==> config.mk <==
export PLATFORM = sky130hd
export DESIGN_NAME = booth_seq_mul_ctrl
export DESIGN_NICKNAME = d
export VERILOG_FILES = /design/src/rtl/booth_seq_mul_ctrl.sv
export SDC_FILE = /design/constraint.sdc
export NUM_CORES = 1
export LEC_CHECK = 0
export CAP_MARGIN = 20
export CORE_MARGIN = 1.5
export CORE_UTILIZATION = 53
export DETAILED_ROUTE_END_ITERATION = 10
export DONT_BUFFER_PORTS = 1
export PLACE_DENSITY_LB_ADDON = 0.1
export SYNTH_ARGS = -nofsm -noshare
export SYNTH_HDL_FRONTEND = slang
export SYNTH_SLANG_ARGS = --single-unit
==> constraint.sdc <==
create_clock -name clk -period 9.1 [get_ports clk]
set_input_delay 0.455 -clock clk [delete_from_list [all_inputs] [get_ports clk]]
set_output_delay 0.455 -clock clk [all_outputs]
set_load 0.03 [all_outputs]
==> src/rtl/booth_seq_mul_ctrl.sv <==
// Sequential radix-2 Booth multiplier that performs one recoding step per clock.
// One shared adder/subtractor serves all WIDTH partial products. Handshake: start/busy/done.
module booth_seq_mul_ctrl #(
  parameter int WIDTH = 16,
  parameter int CW    = 5
) (
  input  logic                 clk,
  input  logic                 rst,
  input  logic                 start,
  input  logic [WIDTH-1:0]     X,
  input  logic [WIDTH-1:0]     Y,
  output logic                 busy,
  output logic                 done,
  output logic [2*WIDTH-1:0]   Z
);

  typedef enum logic [1:0] {IDLE, CALC, DONE} state_t;

  state_t               r_state;
  logic [WIDTH:0]       r_xr;
  logic [2*WIDTH-1:0]   r_yext;
  logic [2*WIDTH-1:0]   r_acc;
  logic [CW-1:0]        r_cnt;

  logic [2*WIDTH-1:0]   w_addend;
  logic [2*WIDTH-1:0]   w_accNext;
  logic                 w_lastStep;

  assign w_addend   = r_yext << r_cnt;
  assign w_lastStep = (r_cnt == CW'(WIDTH - 1));

  // Booth pair {x[i], x[i-1]}: 01 adds, 10 subtracts the shifted multiplicand.
  always_comb begin
    w_accNext = r_acc;
    case (r_xr[1:0])
      2'b01:   w_accNext = r_acc + w_addend;
      2'b10:   w_accNext = r_acc - w_addend;
      default: w_accNext = r_acc;
    endcase
  end

  always_ff @(posedge clk) begin
    if (rst) begin
      r_state <= IDLE;
      r_xr    <= '0;
      r_yext  <= '0;
      r_acc   <= '0;
      r_cnt   <= '0;
      busy    <= 1'b0;
      done    <= 1'b0;
      Z       <= '0;
    end else begin
      done <= 1'b0;
      case (r_state)
        // DONE accepts a new start directly, giving back-to-back issue.
        IDLE, DONE: begin
          if (start) begin
            r_xr    <= {X, 1'b0};
            r_yext  <= {{WIDTH{Y[WIDTH-1]}}, Y};
            r_acc   <= '0;
            r_cnt   <= '0;
            busy    <= 1'b1;
            r_state <= CALC;
          end else begin
            r_state <= IDLE;
          end
        end
        CALC: begin
          r_acc <= w_accNext;
          r_xr  <= {r_xr[WIDTH], r_xr[WIDTH:1]};
          r_cnt <= r_cnt + 1'b1;
          if (w_lastStep) begin
            Z       <= w_accNext;
            done    <= 1'b1;
            busy    <= 1'b0;
            r_state <= DONE;
          end
        end
        default: r_state <= IDLE;
      endcase
    end
  end

endmodule

==> results.json <==
{
  "skew_ns": 0.0128,
  "fillers": 1571,
  "mostFrequentLayoutCells": "nand2_1 (152), nor2_1 (131), dfxtp_1 (103)",
  "clkLatencyLatePin_ns": 0.36,
  "rsz0062_at_grt": "false",
  "die_w_um": 130,
  "synth_fp_nets": 1175,
  "core_area_um2": 15800,
  "synth_top_cell_by_area": "dfxtp_1",
  "drtAntennaViolNets": 0,
  "synth_top_flop_cell": "dfxtp_1",
  "root_buffer": "clkbuf_16",
  "cts_tree": "built",
  "drive_gt1_share_pct": 8.45,
  "crit_chain": "buf_4 > mux2_2 > nor2_1 > nor3_1 > nor4_1 > a41o_1 > o21a_1 > and2_1 > a21oi_1 > nor3_1 > a31oi_1 > ha_1 > and3_1 > a221o_1 > a21oi_1 > a311oi_1 > o41ai_1 > nor2b_1 > o21ai_1 > xor2_1 > nor3_1 > nor3_1",
  "hpwlAfterDp_um": 15800,
  "hold_path_class": "input port to register",
  "num_vias": 7722,
  "drv_cap": 0,
  "timing.slew.headroom_pct": 28.4,
  "timing_worst_setup_path_type": "register to register",
  "dr.pass1.iters": 5,
  "synth_edf_count": 0,
  "avgSynthCellArea_um2": 7.69,
  "gp_congestion": 0.903,
  "grt_first_pass_wirelength_um": 36200,
  "critPathSlowestCell": "o41ai_1",
  "grt_usage_pct": 27.1,
  "netlist_area_um2": 8490,
  "yosysSeqAreaShare_pct": 25.0,
  "antenna_found_initial": 0,
  "n_antenna_cell": 0,
  "setup_viol": 0,
  "syn2layout_area_growth_pct": 2.62,
  "synthTopCellsByArea": "dfxtp_1 (25%), nand2_1 (6.7%), a21oi_1 (5.9%)",
  "status": "completed",
  "cp_max_fo": 53,
  "finalSetupTns_ns": 0,
  "drv_slew": 0,
  "hold_viol_final": 0,
  "wire_per_inst_um": 17.8,
  "finish.utilization_pct": 55.2,
  "synth_top_cell_area_share_pct": 25.0,
  "synthDistinctLibCells": 80,
  "cts_made_buffers": 9,
  "period_needed_ns": 6.01,
  "startpoint_type": "register",
  "ctsHoldBuffers": 0,
  "initial_core_util_pct": 53.8,
  "cts_setup_buffers": 0,
  "worstMarginPinSlew_ns": 1.07,
  "drc_errors": 0,
  "grt_max_degree": 110,
  "cts.clk_slew.worst_paths_ns": 0.07,
  "slowest_delay_ns": 0.62,
  "fin_cells": 1257,
  "h-tree-depth": 3,
  "gr-total-overflow": 0,
  "fmax_ghz": 0.166,
  "synth-seq-cells": 106,
  "final_common_cell": "nand2_1",
  "leakagePower_nw": 3.22,
  "synth.yosys.warnings": 0,
  "cp.required_ns": 9.35,
  "cp_num_buf_inv": 1,
  "cts_resized": 0,
  "ios": 69,
  "post-place-ws_ns": 3.31,
  "grt_pass1_vias": 7054,
  "power_density_nw_per_um2": 146,
  "fin_nets": 1108,
  "clock_sinks": 106,
  "die_y_um": 130,
  "drt_iter0_drc": 649,
  "fin_crit_sh_pct": 66.0,
  "clockBufferDepth": 2,
  "routed_wl_um": 22400,
  "io_buffers": 0,
  "die-area_um2": 16800,
  "worst_slack_ns": 3.09,
  "rows": 46,
  "dp_cells": 1242,
  "async_flop_share_pct": 0,
  "vias_per_cell": 6.14,
  "cp_top_family": "compound AO/OA/AOI/OAI gates",
  "end_kind": "register",
  "crit_top_cell": "nor3_1",
  "critPathArrivalTime_ns": 6.26,
  "netlist_instances": 1104,
  "peakVddDrop_mv": 0.107
}
## path summary, 6_finish.rpt
path	from	endpoint	slack, ns	cells after the start
worst max-delay path	r_cnt[1]	Z[30]	3.09	22
worst min-delay path	rst	Z[2]	0.16	1
worst max register to register	r_cnt[1]	Z[30]	3.09	22
worst min register to register	r_xr[16]	r_xr[16]	0.46	2
## through the flow
step                      area, µm²  hold WS [ns]  total power, W
final                          8710         0.161         0.00127
after global routing           8710         0.146         0.00134
after CTS                      8710         0.155         0.00128
after detailed placement       8430         0.442        0.000905
after global placement         8430         0.438        0.000904
after floorplan                8490         0.437        0.000833
## sequential cells by signal, indices dropped and copies added, names as in the netlist
signal	count
Z	32
r_acc	32
r_xr	17
r_yext	16
r_cnt	5
r_state	2
busy	1
done	1
## layer usage
metal  up-vias  global-route usage, %  share of wire [%]
met1      3603                   37.1                 46
met4         0                   7.45                1.6
met3        27                   4.09                5.2
met5         -                      0                  0
li1       3843                      -                  -
met2       249                   44.5                 47
## worst reg2reg max path: cells and delay by family (launching register included)
| kind | cells | cell delay, ns |
|---|---|---|
| compound gates | 9 | 2.22 |
| fa+ha+maj | 1 | 0.36 |
| xor+xnor | 1 | 0.17 |
| flops | 1 | 0.32 |
| mux | 1 | 0.45 |
| simple gates | 9 | 1.86 |
| buf+inv | 1 | 0.52 |
## logic make-up (layout without fill, tap and decap cells)
group,after synthesis,count (layout),share of synthesized area (%)
and+or+nand+nor,417,417,22.3
muxes,70,70,11.4
buffers and inverters,105,42,5.72
xor gates and xnor gates,51,51,5.44
AOI/OAI and AO/OA,319,319,24.7
adders and majority gates,36,36,5.40
DFF,106,106,25.0
## power by group
| part | switching [W] | leakage (nW) | total, W | internal (W) |
|---|---|---|---|---|
| logic | 0.000240 | 2.23 | 0.000403 | 0.000163 |
| clock network | 0.000178 | 0.131 | 0.000372 | 0.000193 |
| registers | 0.0000205 | 0.861 | 0.000498 | 0.000478 |
| total | 0.000439 | 3.22 | 0.00127 | 0.000834 |
## cells in the mapped netlist (8+ instances only)
| cell | number |
|---|---|
| o211ai_1 | 8 |
| or3_1 | 8 |
| mux4_2 | 20 |
| xnor2_1 | 23 |
| a21oi_1 | 100 |
| ha_1 | 35 |
| mux2i_1 | 38 |
| nor2b_1 | 17 |
| nor3_1 | 32 |
| mux2_2 | 12 |
| buf_1 | 9 |
| xor2_1 | 26 |
| a22oi_1 | 36 |
| nand2_1 | 152 |
| inv_1 | 14 |
| a211oi_1 | 16 |
| nand2b_1 | 15 |
| clkbuf_1 | 55 |
| nor2_1 | 132 |
| o21ai_0 | 49 |
| buf_6 | 8 |
| dfxtp_1 | 106 |
| a21o_1 | 17 |
| nand3_1 | 21 |
| buf_2 | 11 |
| and2_1 | 10 |
| a31oi_1 | 19 |
| o21a_1 | 9 |
## area by class of cell
class	instances	area (µm²)	share of cell area, %
Sequential cell	106	2130	24.4
Multi-Input combinational cell	893	5890	67.7
Inverter	16	60.1	0.690
Timing Repair Buffer	11	82.6	0.948
Clock buffer	10	239	2.74
Tap cell	216	270	3.10
Clock inverter	5	37.5	0.431
Note: power is estimated with default switching activity, not from simulation.
